## src/rtl/multdiv_issue_ctrl.sv

```systemverilog
// rtl/multdiv_issue_ctrl.sv - issue/handshake controller for the multi-cycle multiply/divide units
//
// Accepts one mult/div instruction from the execute stage, stalls the pipeline,
// pulses the selected unit's start strobe, waits for its ready (bounded by
// TIMEOUT cycles) and presents a one-cycle writeback.
//
// Ports:
//   clock, reset                    clock and asynchronous active-high reset
//   issue_valid, issue_is_div       instruction present / 1 = divide, 0 = multiply
//   issue_opA, issue_opB, issue_rd  signed operands and destination register
//   stall                           holds the upstream pipeline
//   ctrl_MULT, ctrl_DIV             one-cycle start strobes to the units
//   md_operandA, md_operandB        operands latched at accept, stable until next accept
//   mult_resultRDY/_exception/_result, div_resultRDY/_exception/_result  unit outputs
//   wb_valid, wb_rd, wb_data, wb_exception  one-cycle writeback
module multdiv_issue_ctrl #(
  parameter int TIMEOUT = 48
) (
  input  logic        clock,
  input  logic        reset,
  input  logic        issue_valid,
  input  logic        issue_is_div,
  input  logic [31:0] issue_opA,
  input  logic [31:0] issue_opB,
  input  logic [4:0]  issue_rd,
  output logic        stall,
  output logic        ctrl_MULT,
  output logic        ctrl_DIV,
  output logic [31:0] md_operandA,
  output logic [31:0] md_operandB,
  input  logic        mult_resultRDY,
  input  logic        mult_exception,
  input  logic [31:0] mult_result,
  input  logic        div_resultRDY,
  input  logic        div_exception,
  input  logic [31:0] div_result,
  output logic        wb_valid,
  output logic [4:0]  wb_rd,
  output logic [31:0] wb_data,
  output logic        wb_exception
);

  // Counter only ever needs to reach TIMEOUT-1 before WAIT is left.
  localparam int CW = (TIMEOUT > 1) ? $clog2(TIMEOUT) : 1;
  localparam logic [CW-1:0] CNT_LAST = CW'(TIMEOUT - 1);

  typedef enum logic [1:0] {
    S_IDLE  = 2'd0,
    S_START = 2'd1,
    S_WAIT  = 2'd2,
    S_DONE  = 2'd3
  } state_t;

  state_t state_q, state_d;

  logic [31:0]   op_a_q;
  logic [31:0]   op_b_q;
  logic [4:0]    rd_q;
  logic          is_div_q;
  logic [CW-1:0] cnt_q;
  logic [31:0]   wb_data_q;
  logic          wb_exc_q;

  logic          accept;
  logic          div_by_zero;
  logic          sel_rdy;
  logic          sel_exc;
  logic [31:0]   sel_res;
  logic          timeout_hit;

  assign accept      = (state_q == S_IDLE) && issue_valid;
  assign div_by_zero = issue_is_div && (issue_opB == 32'd0);

  // Only the unit that was started is listened to; the other one's ready is noise.
  assign sel_rdy     = is_div_q ? div_resultRDY  : mult_resultRDY;
  assign sel_exc     = is_div_q ? div_exception  : mult_exception;
  assign sel_res     = is_div_q ? div_result     : mult_result;
  assign timeout_hit = (cnt_q == CNT_LAST);

  // State register
  always_ff @(posedge clock or posedge reset) begin
    if (reset) begin
      state_q <= S_IDLE;
    end else begin
      state_q <= state_d;
    end
  end

  // Next-state logic
  always_comb begin
    state_d = state_q;
    case (state_q)
      S_IDLE: begin
        if (issue_valid) begin
          // Divide by zero never reaches the divider; it completes immediately.
          state_d = div_by_zero ? S_DONE : S_START;
        end
      end
      S_START: state_d = S_WAIT;
      S_WAIT: begin
        if (sel_rdy || timeout_hit) begin
          state_d = S_DONE;
        end
      end
      S_DONE:  state_d = S_IDLE;
      default: state_d = S_IDLE;
    endcase
  end

  // Operand, counter and writeback registers
  always_ff @(posedge clock or posedge reset) begin
    if (reset) begin
      op_a_q    <= 32'd0;
      op_b_q    <= 32'd0;
      rd_q      <= 5'd0;
      is_div_q  <= 1'b0;
      cnt_q     <= '0;
      wb_data_q <= 32'd0;
      wb_exc_q  <= 1'b0;
    end else begin
      case (state_q)
        S_IDLE: begin
          if (issue_valid) begin
            op_a_q    <= issue_opA;
            op_b_q    <= issue_opB;
            rd_q      <= issue_rd;
            is_div_q  <= issue_is_div;
            wb_data_q <= 32'd0;
            wb_exc_q  <= div_by_zero;
          end
        end
        S_START: begin
          cnt_q <= '0;
        end
        S_WAIT: begin
          cnt_q <= cnt_q + CW'(1);
          // Ready takes priority over a timeout landing in the same cycle.
          if (sel_rdy) begin
            wb_data_q <= sel_res;
            wb_exc_q  <= sel_exc;
          end else if (timeout_hit) begin
            wb_data_q <= 32'd0;
            wb_exc_q  <= 1'b1;
          end
        end
        default: ;
      endcase
    end
  end

  // Output logic
  always_comb begin
    stall        = 1'b0;
    ctrl_MULT    = 1'b0;
    ctrl_DIV     = 1'b0;
    wb_valid     = 1'b0;
    wb_rd        = 5'd0;
    wb_data      = 32'd0;
    wb_exception = 1'b0;
    case (state_q)
      S_IDLE:  stall = issue_valid;
      S_START: begin
        stall     = 1'b1;
        ctrl_DIV  = is_div_q;
        ctrl_MULT = ~is_div_q;
      end
      S_WAIT:  stall = 1'b1;
      S_DONE: begin
        wb_valid     = 1'b1;
        wb_rd        = rd_q;
        wb_data      = wb_data_q;
        wb_exception = wb_exc_q;
      end
      default: ;
    endcase
  end

  assign md_operandA = op_a_q;
  assign md_operandB = op_b_q;

endmodule

```

## config.mk

```make
export PLATFORM = sky130hd
export DESIGN_NAME = multdiv_issue_ctrl
export DESIGN_NICKNAME = d
export VERILOG_FILES = /design/src/rtl/multdiv_issue_ctrl.sv
export SDC_FILE = /design/constraint.sdc
export NUM_CORES = 1
export LEC_CHECK = 0
export ABC_AREA = 1
export CAP_MARGIN = 20
export CORE_ASPECT_RATIO = 1.5
export CORE_MARGIN = 2
export CORE_UTILIZATION = 45
export DETAILED_ROUTE_END_ITERATION = 10
export PLACE_DENSITY = 0.89
export SYNTH_ARGS = -nofsm -noshare
export SYNTH_HDL_FRONTEND = slang
export SYNTH_SLANG_ARGS = --single-unit
```

## constraint.sdc

```tcl
create_clock -name clock -period 7.38 [get_ports clock]
set_clock_uncertainty 0.15 [all_clocks]
set_input_delay 1.107 -clock clock [delete_from_list [all_inputs] [get_ports clock]]
set_output_delay 1.107 -clock clock [all_outputs]
set_load 0.005 [all_outputs]
```

Word-level counts from Yosys, hierarchy flattened
Cells that the tools add are included.
Word-level totals
  word-level logic and storage cells: 50
  flip-flop bits (word level): 111
  input bits: 141
Cells by class
  add/sub/neg operators: 1
  reductions and logical operators: 10
  bitwise gates (word level): 1
  equal/unequal tests: 7
  muxes and demuxes: 23
Operators by type and width (count)
  32-bit 2-to-1 mux: 5
  32-bit one-hot mux with 2 select lines: 1
  32-bit logical NOT: 1
  6-bit one-hot mux with 2 select lines: 1
  1-bit 2-to-1 mux: 9
  2-bit one-hot mux with 4 select lines: 1
  6-bit by 1-bit adder with 6-bit output, second input constant: 1
  6-bit equality test, second input constant: 1
  2-bit 2-to-1 mux: 3
  5-bit 2-to-1 mux: 1
  2-bit equality test, second input constant: 2
  2-bit inequality test, second input constant: 2
  1-bit one-hot mux with 2 select lines: 2
  2-bit AND reduction: 2
  2-bit nonzero test: 2
  3-bit inequality test, second input constant: 1
  3-bit AND reduction: 1
  2-bit by 1-bit equality test with 1-bit output, second input constant: 1
  2-bit logical NOT: 1
  2-bit OR reduction: 1
  1-bit logical AND: 1
  1-bit logical OR: 1
  1-bit inverter: 1

Longest topological paths before layout
Gate-level depths: netlist of run 1.
  word-level depth: 5
  gate-level depth with buffers: 11

Worst setup path before layout of run 1
No wires, ideal clock.
  path type: in2out
  from: input issue_valid
  to: output stall
  stages on the path: 3
  data required time: 6.123 ns
  slack: 4.518 ns
  buffers on the path: 1
  data arrival time: 1.605 ns
  path through: nand2_1 clkbuf_1 a21oi_1
On the way
  word-level cells in the longest chain between the ends: 1
Ends and longest elaborated chain
  from (decl): RTL line 21  | input logic issue_valid,
  1-bit one-hot mux with 2 select lines: RTL line 160  | case (state_q)
  to (decl): RTL line 26  | output logic stall,
No other way between the ends.

Final worst setup path of run 1
Same ends and word-level chain as after synthesis.

==> impl_metrics.ini, run 1 <==
[outcome]
status = completed

[setup_path]
end_kind = output pin
worstPathCellList = clkdlybuf4s50_1 -> nand2_4 -> a21oi_1 -> clkdlybuf4s50_1
critPathKind = input pin to output pin
max_stage_delay_ps = 560
cp_slowest_cell = clkdlybuf4s50_1
crit_buf_inv = 2
crit_top_cell = clkdlybuf4s50_1
worst-path-max-fanout = 2
crit_arrival_ps = 2480
cp.required_ps = 6120
worst_setup_path_start_kind = input pin
cp_top_family = buffers and inverters

[placement]
dpl.hpwl_mm = 10.8
globalplace.congestion = 0.837
portBuffers = 246

[grt]
grt_pass1_vias = 4804
overflow = 0
antenna_found_initial = 0
grt_max_degree = 81
grt_first_pass_wirelength_mm = 23.3
grt_util_all_layers_pct = 23.5

[timing]
fin_crit_sh_pct = 50.6
slew_violations = 0
final.setup.tns_ps = 0
setup_violations = 0
relSlewSlack_pct = 38.3
finalCriticalPeriod_ps = 3730
hold_viol_final = 0
worst_pin_slew_ps = 926
fmax_mhz = 268
rsz0062_at_grt = no

[power]
clkPwrFrac_pct = 16.6
power.share.combinational_pct = 47.5
seq_power_share_pct = 36.0
switching_share_pct = 35.2
p_per_area_mw_per_mm2 = 347
p_int_mw = 1.83
leakage_nw = 3.93
p_sw_mw = 0.992
ir_worst_vdd_mv = 0.252

[yosys]
synth_common_cells = nand2_1 (238), dfrtp_1 (111), inv_1 (60), mux2_2 (60), a21oi_1 (39)
synth_top_area_share_pct = 52.6
synth_cells = 599
yosysWarnings = 0
async_reset_ff_share_pct = 100
synth_seq_cells = 111
synth_edf_count = 0
postSynthNetCount = 746
netlist_top_cells_area = dfrtp_1 (53%), nand2_1 (17%), mux2_2 (13%)
netlist_area_sq_mm = 0.00528
ys.flop_type = dfrtp_1
syn_avg_cell_area_sq_um = 8.81
ys_seq_area_share_pct = 52.6
yosysMostFrequentCell = nand2_1
synth.distinct_cells = 20
yosysTopAreaCell = dfrtp_1

[detailed_routing]
dr.pass1.iters = 6
wl_mm = 14.8
drt_iter0_markers = 183
vias_per_cell = 4.83
num_vias = 4774
wl_per_cell_um = 15.0
drc = 0
antenna_left = 0

[clock_tree]
htree_levels = 3
clock-sinks = 111
ctsHoldBuffers = 0
cts_setup_buffers = 0
clkLatencyLatePin_ps = 350
cts_made_buffers = 9
cts_tree = done
cts_resized = 0
cts_root_buffer = clkbuf_16
clkTransAtPathRegs_ps = 70
clk_path_buf_depth = 2

[final_layout]
drive_gt1_share_pct = 10.5
finalNetCount = 980
final_core_util_pct = 70.8
fillCellCount = 833
n_antenna_cell = 0
area_growth_pct = 53.9

[floorplan]
start_util_pct = 46.0
core_area_sq_mm = 0.0115
row_count = 48
fp.dieW_um = 92.4
die_height_um = 137
io_pins = 247
dieArea_sq_mm = 0.0126

[run]
cap_viol_max_count = 0

[hold_path]
hp-class = flip-flop to flip-flop
routing by layer:
metal	wire (um)	up-vias	share of wire, %	GRT usage, %
met5	0	-	0	0
met4	518	0	3.5	9.87
met3	1130	37	7.6	7.32
met2	7700	198	52	42.1
met1	5450	2220	37	25.7
li1	-	2319	-	-
cell usage in the layout, fill, tap and decap left out, types with 2 or more instances in the layout:
master	n
a21oi_1	39
buf_4	4
clkbuf_16	9
clkdlybuf4s50_1	246
clkinv_4	2
clkinvlp_4	4
dfrtp_1	111
ha_1	6
inv_1	59
inv_4	3
mux2_2	60
nand2_1	237
nand3_1	7
nor2_1	26
nor3_1	4
nor3b_1	2
o21ai_0	11
o21bai_1	2
sequential cells by signal, summed over array words and instances (netlist names):
signal	cells
md_operandA	32
cnt_q	6
is_div_q	1
wb_exc_q	1
md_operandB	32
wb_data_q	32
rd_q	5
state_q	2
final timing paths:
kind,startpoint,end,slack (ps),cells after the start
min in group asynchronous,reset,md_operandB[9],1040,2
hold reg to reg,wb_data_q[20],wb_data_q[20],330,2
setup / recovery,issue_valid,stall,3650,4
max in group asynchronous,reset,md_operandA[2],4810,3
setup reg to reg,is_div_q,wb_data_q[26],4820,10
hold / removal,wb_data_q[20],wb_data_q[20],330,2
worst register-to-register path: stages (launching register included):
cell	delay (ps)
dfrtp_1	360
buf_4	260
inv_4	350
nand2_1	100
nand2_1	130
nor2_1	70
nand2_2	90
nand3_4	360
inv_4	440
nand2_1	120
nand2_1	80
power by group through the flow:
stage | sequential (mW) | combinational (mW) | clock (mW)
after global placement | 1.01 | 1.31 | 0
final | 1.01 | 1.34 | 0.467
after detailed placement | 1.02 | 1.34 | 0
after global routing | 1.05 | 1.46 | 0.497
after floorplan | 1.02 | 0.685 | 0
after CTS | 1.01 | 1.35 | 0.478
through the flow:
stage / cell area, sq um / hold WS, ps / setup WS [ps] / power, mW / std cells
floorplan: 5280 / 299 / 3190 / 1.71 / 599
global placement: 7810 / 311 / 3670 / 2.31 / 971
detailed placement: 7840 / 315 / 3680 / 2.36 / 972
CTS: 8120 / 335 / 3660 / 2.85 / 988
global route: 8120 / 354 / 3620 / 3.00 / 988
finish: 8120 / 332 / 3650 / 2.82 / 988
layout make-up:
type | count | area (sq um) | share of cell area [%]
sequential | 111 | 2780 | 34.2
timing repair buffer | 251 | 2520 | 31.0
multi-input combinational | 398 | 2110 | 26.0
inverter | 62 | 240 | 2.96
clock buffer | 9 | 225 | 2.77
tap | 150 | 188 | 2.31
clock inverter | 7 | 58.8 | 0.724
logic make-up after synthesis:
group,Yosys count,synth area share (%)
AO/OA/AOI/OAI,52,5.02
adder cells (fa/ha/maj),6,1.42
buffers and inverters,90,7.49
flip-flops,111,52.6
multiplexers,60,12.8
AND/OR/NAND/NOR,280,20.7
(Power assumes the default switching activity.)
==> run 2: changes to the inputs <==
- CORE_UTILIZATION: 45 -> 38
- PLACE_DENSITY: 0.89 -> 0.8
- clock period: 7.38 -> 3.1 ns (I/O delays scaled with it)
==> impl_metrics.ini, run 2 (synthesis results as in run 1) <==
[floorplan]
die_height_um = 148
fp.dieW_um = 100
io_pins = 247
start_util_pct = 39.0
dieArea_sq_mm = 0.0149
row_count = 52
core_area_sq_mm = 0.0135

[setup_path]
startpoint = state_q[0]
worst-path-stages = 5
critPathKind = flip-flop to output pin
timing.rr.end = wb_data_q[11]
max_stage_delay_ps = 540
crit_buf_inv = 3
r2r_cells = 8
worst_setup_path_start_kind = flip-flop
crit_arrival_ps = 2110
r2r_slack_ps = 870
reg2reg_from = state_q[0]
end_kind = output pin
cp.required_ps = 2480
endpoint = stall
worst-path-max-fanout = 7
worstPathCellList = inv_1 -> ha_1 -> inv_1 -> a21oi_1 -> clkdlybuf4s50_1
cp_slowest_cell = clkdlybuf4s50_1
cp_top_family = buffers and inverters
crit_top_cell = inv_1

[grt]
antenna_found_initial = 0
overflow = 0
grt_pass1_vias = 4761
grt_first_pass_wirelength_mm = 23.4
grt_max_degree = 81
grt_util_all_layers_pct = 19.9

[detailed_routing]
vias_per_cell = 4.69
num_vias = 4696
top_layer_used = met4
wl_per_cell_um = 14.7
wl_mm = 14.7
drt_iter0_markers = 90
wl_met1_mm = 5.59
wl_met2_mm = 7.63
antenna_left = 0
dr.pass1.iters = 4
drc = 0
wl_met3_mm = 1.08

[final_layout]
layout_commonest_cell = clkdlybuf4s50_1
layout_common_cells = clkdlybuf4s50_1 (246), nand2_1 (237), dfrtp_1 (111)
n_antenna_cell = 0
drive_gt1_share_pct = 10.6
area_growth_pct = 54.6
finalNetCount = 982

[clock_tree]
clkLatencyLatePin_ps = 360
cts_root_buffer = clkbuf_16
htree_levels = 3
ctsHoldBuffers = 0
cts_setup_buffers = 0
clock-sinks = 111
cts_made_buffers = 9
clk_path_buf_depth = 2
cts_tree = done
cts_resized = 0
clkTransAtPathRegs_ps = 70

[run]
cap_viol_max_count = 0

[timing]
relSlewSlack_pct = 72.2
rsz0062_at_grt = no
fin_crit_sh_pct = 87.8
slew_violations = 0
worst_pin_slew_ps = 417
final.setup.tns_ps = 0
hold_viol_final = 0
fmax_mhz = 368
setup_violations = 0
finalCriticalPeriod_ps = 2720
whs_ps = 331

[hold_path]
hp-class = flip-flop to flip-flop
hp-start = wb_data_q[23]

[power]
leakage_nw = 3.95
p_per_area_mw_per_mm2 = 816
ir_worst_vdd_mv = 0.513

[placement]
portBuffers = 246
globalplace.congestion = 0.799
dpl.hpwl_mm = 10.9

[outcome]
status = completed
==> run 2: layer usage <==
layer	vias up	track usage [%]
met5	-	0
met4	0	7.05
met2	164	35.2
met1	2180	22.3
met3	23	6.11
li1	2329	-
==> run 2: worst min-delay path by stage <==
stage	end	slack, ps	cells past startpoint
after detailed placement	wb_data_q[2]	310	2
after global placement	wb_data_q[10]	310	2
after CTS	wb_data_q[2]	330	2
final	wb_data_q[23]	330	2
after global routing	wb_data_q[29]	350	2
after floorplan	wb_data_q[10]	300	2
==> run 2: through the flow <==
step	cell area [sq um]	worst slack, ps	cells	util (%)	power, mW
2_1_floorplan	5280	1140	599	-	4.06
3_3_place_gp	7890	755	986	58.3	5.54
6_report	8160	380	1001	60.3	6.66
3_5_place_dp	7890	691	986	58.3	5.63
5_1_grt	8160	273	1001	60.3	7.13
4_1_cts	8160	359	1001	60.3	6.75
==> run 2: tightest hold or removal path, cell delays in order (launching register included) <==
cell	delay, ps
dfrtp_1	350
nand2_1	50
nand2_1	50
==> run 2: final cells by class <==
type	count	area [sq um]
fillers	1164	5370
clock buffers	9	225
flip-flops and latches	111	2780
multi-input cells	398	2110
repair buffers	253	2550
clock inverters	6	47.5
well taps	162	203
inverters	62	241
==> run 2: where the power goes <==
| group | total [mW] | switching [mW] | leakage [nW] | internal [mW] |
|---|---|---|---|---|
| sequential | 2.43 | 0.345 | 1.39 | 2.09 |
| clock | 1.10 | 0.553 | 0.132 | 0.547 |
| combinational | 3.13 | 1.41 | 2.42 | 1.71 |
| total | 6.66 | 2.31 | 3.95 | 4.35 |
==> run 3: changes to the inputs <==
--- a/config.mk
+++ b/config.mk
@@ -7,7 +7,7 @@
 export LEC_CHECK = 0
 export ABC_AREA = 1
+export ABC_CLOCK_PERIOD_IN_PS = 3100
 export CAP_MARGIN = 20
 export CORE_ASPECT_RATIO = 1.5
-export CORE_MARGIN = 2
 export CORE_UTILIZATION = 38
 export DETAILED_ROUTE_END_ITERATION = 10
--- a/constraint.sdc
+++ b/constraint.sdc
@@ -3,3 +3,3 @@
 set_input_delay 0.465 -clock clock [delete_from_list [all_inputs] [get_ports clock]]
 set_output_delay 0.465 -clock clock [all_outputs]
-set_load 0.005 [all_outputs]
+set_load 0.05 [all_outputs]
==> impl_metrics.ini, run 3 (synthesis results as in run 1) <==
[outcome]
status = complete, but fails checks
failed_checks = design-rule violations

[final_layout]
area_growth_pct = 54.4
n_antenna_cell = 0
layout_common_cells = clkdlybuf4s50_1 (238), nand2_1 (237), dfrtp_1 (111)
drive_gt1_share_pct = 11.7
layout_commonest_cell = clkdlybuf4s50_1
stdcell_count = 1001
finalNetCount = 981

[timing]
finalCriticalPeriod_ps = 2910
worst_pin_slew_ps = 585
fmax_mhz = 343
fin_crit_sh_pct = 93.9
slew_violations = 0
hold_viol_final = 0
setup_violations = 0
final.setup.tns_ps = 0
relSlewSlack_pct = 61.0
rsz0062_at_grt = no

[clock_tree]
cts_setup_buffers = 0
cts_root_buffer = clkbuf_16
clock-sinks = 111
clkTransAtPathRegs_ps = 70
ctsHoldBuffers = 0
cts_tree = done
cts_resized = 0
clkLatencyLatePin_ps = 340
htree_levels = 3
cts_made_buffers = 9
clk_path_buf_depth = 2

[grt]
grt_first_pass_wirelength_mm = 23.6
overflow = 0
grt_util_all_layers_pct = 20.9
grt_max_degree = 112
grt_pass1_vias = 4833
antenna_found_initial = 0

[floorplan]
start_util_pct = 39.0
io_pins = 247
dieArea_sq_mm = 0.0144
fp.dieW_um = 98.2
die_height_um = 146
row_count = 52
core_area_sq_mm = 0.0135

[setup_path]
worstPathCellList = ha_2 -> buf_4 -> nand2_1 -> inv_1 -> clkdlybuf4s50_1
r2r_cells = 9
crit_buf_inv = 3
r2r_slack_ps = 790
worst-path-max-fanout = 31
cp_top_family = buffers and inverters
cp.required_ps = 2480
end_kind = output pin
worst_setup_path_start_kind = flip-flop
critPathKind = flip-flop to output pin
timing.rr.end = wb_data_q[14]
cp_slowest_cell = clkdlybuf4s50_1
max_stage_delay_ps = 790
reg2reg_from = is_div_q
crit_arrival_ps = 2300

[power]
leakage_nw = 3.96
clkPwrFrac_pct = 13.4
seq_power_share_pct = 28.7
power.share.combinational_pct = 57.8
p_int_mw = 4.40
switching_share_pct = 48.1
p_per_area_mw_per_mm2 = 1040
p_sw_mw = 4.08
ir_worst_vdd_mv = 0.696

[detailed_routing]
vias_per_cell = 4.69
num_vias = 4695
wl_mm = 14.4
drt_iter0_markers = 179
wl_per_cell_um = 14.4
dr.pass1.iters = 11
antenna_left = 0
drc = 13

[run]
cap_viol_max_count = 0

[placement]
globalplace.congestion = 0.798
portBuffers = 246
dp_cells = 985
dpl.hpwl_mm = 10.5

[hold_path]
hold_depth = 2
hp-class = flip-flop to flip-flop
hp-start = wb_exc_q
hold_end = wb_exc_q
-- run 3: cell types whose count changed in the layout (fill, tap and decap cells not counted) --
| cell | previous run | this run |
|---|---|---|
| clkinvlp_4 | 2 | 3 |
| ha_1 | 6 | 5 |
| clkbuf_8 | 0 | 1 |
| inv_8 | 0 | 2 |
| buf_4 | 4 | 11 |
| ha_2 | 0 | 1 |
| clkinv_4 | 3 | 0 |
| clkdlybuf4s50_1 | 246 | 238 |
-- run 3: worst max-delay path by stage --
stage                    start          end  slack [ps]  cells after the start
floorplan           state_q[0]        stall         420                      4
global placement    state_q[0]  wb_data[22]         640                      5
detailed placement  state_q[1]  wb_data[16]         550                      5
CTS                 state_q[1]  wb_data[16]         160                      5
global route        state_q[1]  wb_data[16]          40                      5
finish              state_q[1]  wb_data[16]         190                      5
-- run 3: stage by stage --
step / hold slack [ps] / instance area (sq um) / power [mW] / worst slack [ps] / util (%)
finish: 332 / 8150 / 8.48 / 188 / 60.3
global route: 356 / 8150 / 8.96 / 36.4 / 60.3
CTS: 335 / 8150 / 8.57 / 159 / 60.3
detailed placement: 315 / 7860 / 7.40 / 551 / 58.1
global placement: 313 / 7860 / 7.33 / 635 / 58.1
floorplan: 299 / 5280 / 5.80 / 424 / -
-- run 3: power groups by stage --
stage	combinational, mW	clock, mW	sequential, mW
floorplan	1.91	0	3.89
global placement	4.89	0	2.44
detailed placement	4.94	0	2.46
CTS	4.96	1.17	2.44
global route	5.22	1.22	2.52
finish	4.90	1.14	2.43
-- run 3: layout make-up --
type                       count  area, sq um
clock buffer                  10          239
tap                          162          203
clock inverter                 6         51.3
sequential                   111         2780
timing repair buffer         252         2520
inverter                      62          241
fill                        1157         5380
multi-input combinational    398         2120
-- run 3: metal layers --
metal  global-route usage [%]  share of wire [%]
met1                     23.2                 38
met2                     38.3                 53
met3                     4.88                6.4
met4                     7.99                2.4
met5                        0                  0
-- run 3: worst register-to-register path, cell delays in order (launching register included) --
cell     delay [ps]
dfrtp_1         480
inv_4           340
nand2_1          90
nand2_1         110
nor2_1           60
nand2_2          90
nand3_4         340
inv_4           420
nand2_1         110
nand2_1          70
==> edit, RTL diff (flow settings as in run 3) <==
Set the parameter `TIMEOUT` to 72 (it was 48).
--- a/src/rtl/multdiv_issue_ctrl.sv
+++ b/src/rtl/multdiv_issue_ctrl.sv
@@ -14,7 +14,7 @@
 //   mult_resultRDY/_exception/_result, div_resultRDY/_exception/_result  unit outputs
 //   wb_valid, wb_rd, wb_data, wb_exception  one-cycle writeback
 module multdiv_issue_ctrl #(
-  parameter int TIMEOUT = 48
+  parameter int TIMEOUT = 72
 ) (
   input  logic        clock,
   input  logic        reset,
Function: same outputs for any inputs over 4 cycles, from zero or initial values and one cycle with reset high; that may be too few to reach the edited logic, so the function may still have changed.
==> edit against run 3 <==
Wire length is 1.5% higher; area after synthesis is 1.2% higher; power is 3.7% higher; sequential cell count is 1 higher; combinational power is 3% higher; setup slack better by 0.23 ns; non-clock buffer count is 2 higher; design area is 6.4% higher; critical path type unchanged.
==> edit: results <==
metrics = {
    "clocking": {
        "cts-resized-gates": 0,
        "numCtsBuffers": 9,
        "root_buffer": "clkbuf_16",
        "h-tree-depth": 3,
        "post_cts_buffers": 0,
        "clk_path_buf_depth": 2,
        "path_clk_slew_ns": 0.07,
        "clkLatencyLatePin_ns": 0.34,
    },
    "logic_synthesis": {
        "synth.distinct_cells": 25,
        "ys_seq_area_share_pct": 52.5,
        "ys.flop_type": "dfrtp_1",
        "syn_nets": 767,
        "synthTopCellsByCount": "nand2_1, dfrtp_1, inv_1, mux2_2, a21oi_1",
        "async_flop_share_pct": 100,
        "synth.area.top_cells": "dfrtp_1, nand2_1, mux2_2",
    },
    "layout": {
        "drive_above_1_share_pct": 14.9,
        "diodes": 0,
        "fin_nets": 1002,
    },
    "power_and_ir_drop": {
        "peakVddDrop_mv": 0.640,
        "leakage_nw": 4.24,
    },
    "setup_path": {
        "r2r-start": "is_div_q$_DFFE_PP0P_",
        "rr_worst_depth": 9,
        "slowest_stage": "clkdlybuf4s50_1",
        "arrival_ns": 2.06,
        "regToRegSetupSlack_ns": 0.75,
        "critPathMaxFanout": 12,
        "reg2reg_to": "wb_data_q[19]$_DFFE_PP0P_",
    },
    "place": {
        "gp_congestion": 0.780,
        "io_buffers": 246,
        "dpl.hpwl_um": 10900,
    },
    "worst_hold_path": {
        "min_path_cells": 2,
        "hp-class": "flop to flop",
        "min_from": "wb_data_q[7]$_DFFE_PP0P_",
        "min_to": "wb_data_q[7]$_DFFE_PP0P_",
    },
    "sta": {
        "finalMaxSlewViolations": 0,
        "tightest_slew_ns": 0.559,
    },
    "run_status": {
        "status": "complete, no violations",
    },
    "drt": {
        "via_count": 4721,
        "ant_nets": 0,
        "dr.pass1.iters": 5,
        "dr.first_iter.drc_count": 177,
        "totalWireLength_um": 14600,
    },
    "global_route": {
        "grt_antenna_before_repair": 1,
        "grt_pass1_wl_um": 23200,
        "grt_max_degree": 88,
        "grt_use_total_pct": 20.4,
        "grt_pass1_vias": 4810,
    },
}
-- edit: cell count changes after synthesis, moves of 2 or more --
cell / change
nand2_1: +8
mux2_2: -7
o21ai_0: +7
inv_1: +5
buf_2: +4
nor2_1: +3
buf_4: -2
nand4_1: +2
o21bai_1: -2
-- edit: through the flow --
step | hold WS (ns) | instances | worst slack (ns) | area, um2 | utilization (%)
2_1_floorplan | 0.299 | 620 | 0.424 | 5350 | -
3_3_place_gp | 0.312 | 1006 | 0.756 | 8350 | 61.4
3_5_place_dp | 0.315 | 1006 | 0.716 | 8350 | 61.4
4_1_cts | 0.333 | 1022 | 0.394 | 8680 | 63.8
5_1_grt | 0.348 | 1022 | 0.326 | 8680 | 63.8
6_report | 0.330 | 1022 | 0.423 | 8680 | 63.8
-- edit: layout make-up --
type / instances / area (um2)
Clock buffer: 10 / 229
Timing Repair Buffer: 254 / 2960
Sequential cell: 112 / 2800
Multi-Input combinational cell: 410 / 2120
Fill cell: 1116 / 4920
Tap cell: 162 / 203
Inverter: 68 / 264
Clock inverter: 6 / 100
-- edit: power breakdown --
| group | internal (W) | switching (W) | total, W |
|---|---|---|---|
| clock | 0.000726 | 0.000560 | 0.00129 |
| combinational | 0.00184 | 0.00321 | 0.00505 |
| sequential | 0.00210 | 0.000353 | 0.00245 |
-- edit: worst max path at each step --
stage,start,endpoint
final,is_div_q$_DFFE_PP0P_,ctrl_MULT
after floorplan,state_q[0]$_DFFE_PP0P_,stall
after global placement,mult_resultRDY,wb_data_q[21]$_DFFE_PP0P_
after CTS,is_div_q$_DFFE_PP0P_,ctrl_MULT
after global routing,is_div_q$_DFFE_PP0P_,ctrl_MULT
after detailed placement,mult_resultRDY,wb_data_q[25]$_DFFE_PP0P_
-- edit: per-layer routing --
layer	GRT usage [%]	share of wire (%)	vias to the layer above
met2	37.0	52	158
met3	5.71	6.7	20
met5	0	0.10	-
li1	-	-	2383
met4	7.54	2.1	2
met1	22.2	39	2158
-- edit: cells by family (layout without fill, tap and decap cells) --
family                   after synthesis  after routing  synth area share, %
buffers and inverters                 98            338                 7.92
AO/OA/AOI/OAI                         57             57                 5.34
flip-flops                           112            112                 52.5
adder cells (fa/ha/maj)                6              6                 1.41
AND/OR/NAND/NOR                      294            294                 21.7
multiplexers                          53             53                 11.2
-- edit: worst max-delay path, delay by kind of cell (launching register included) --
kind,cells,cell delay (ns)
buf+inv,2,1.06
flops,1,0.56
simple gates,1,0.10
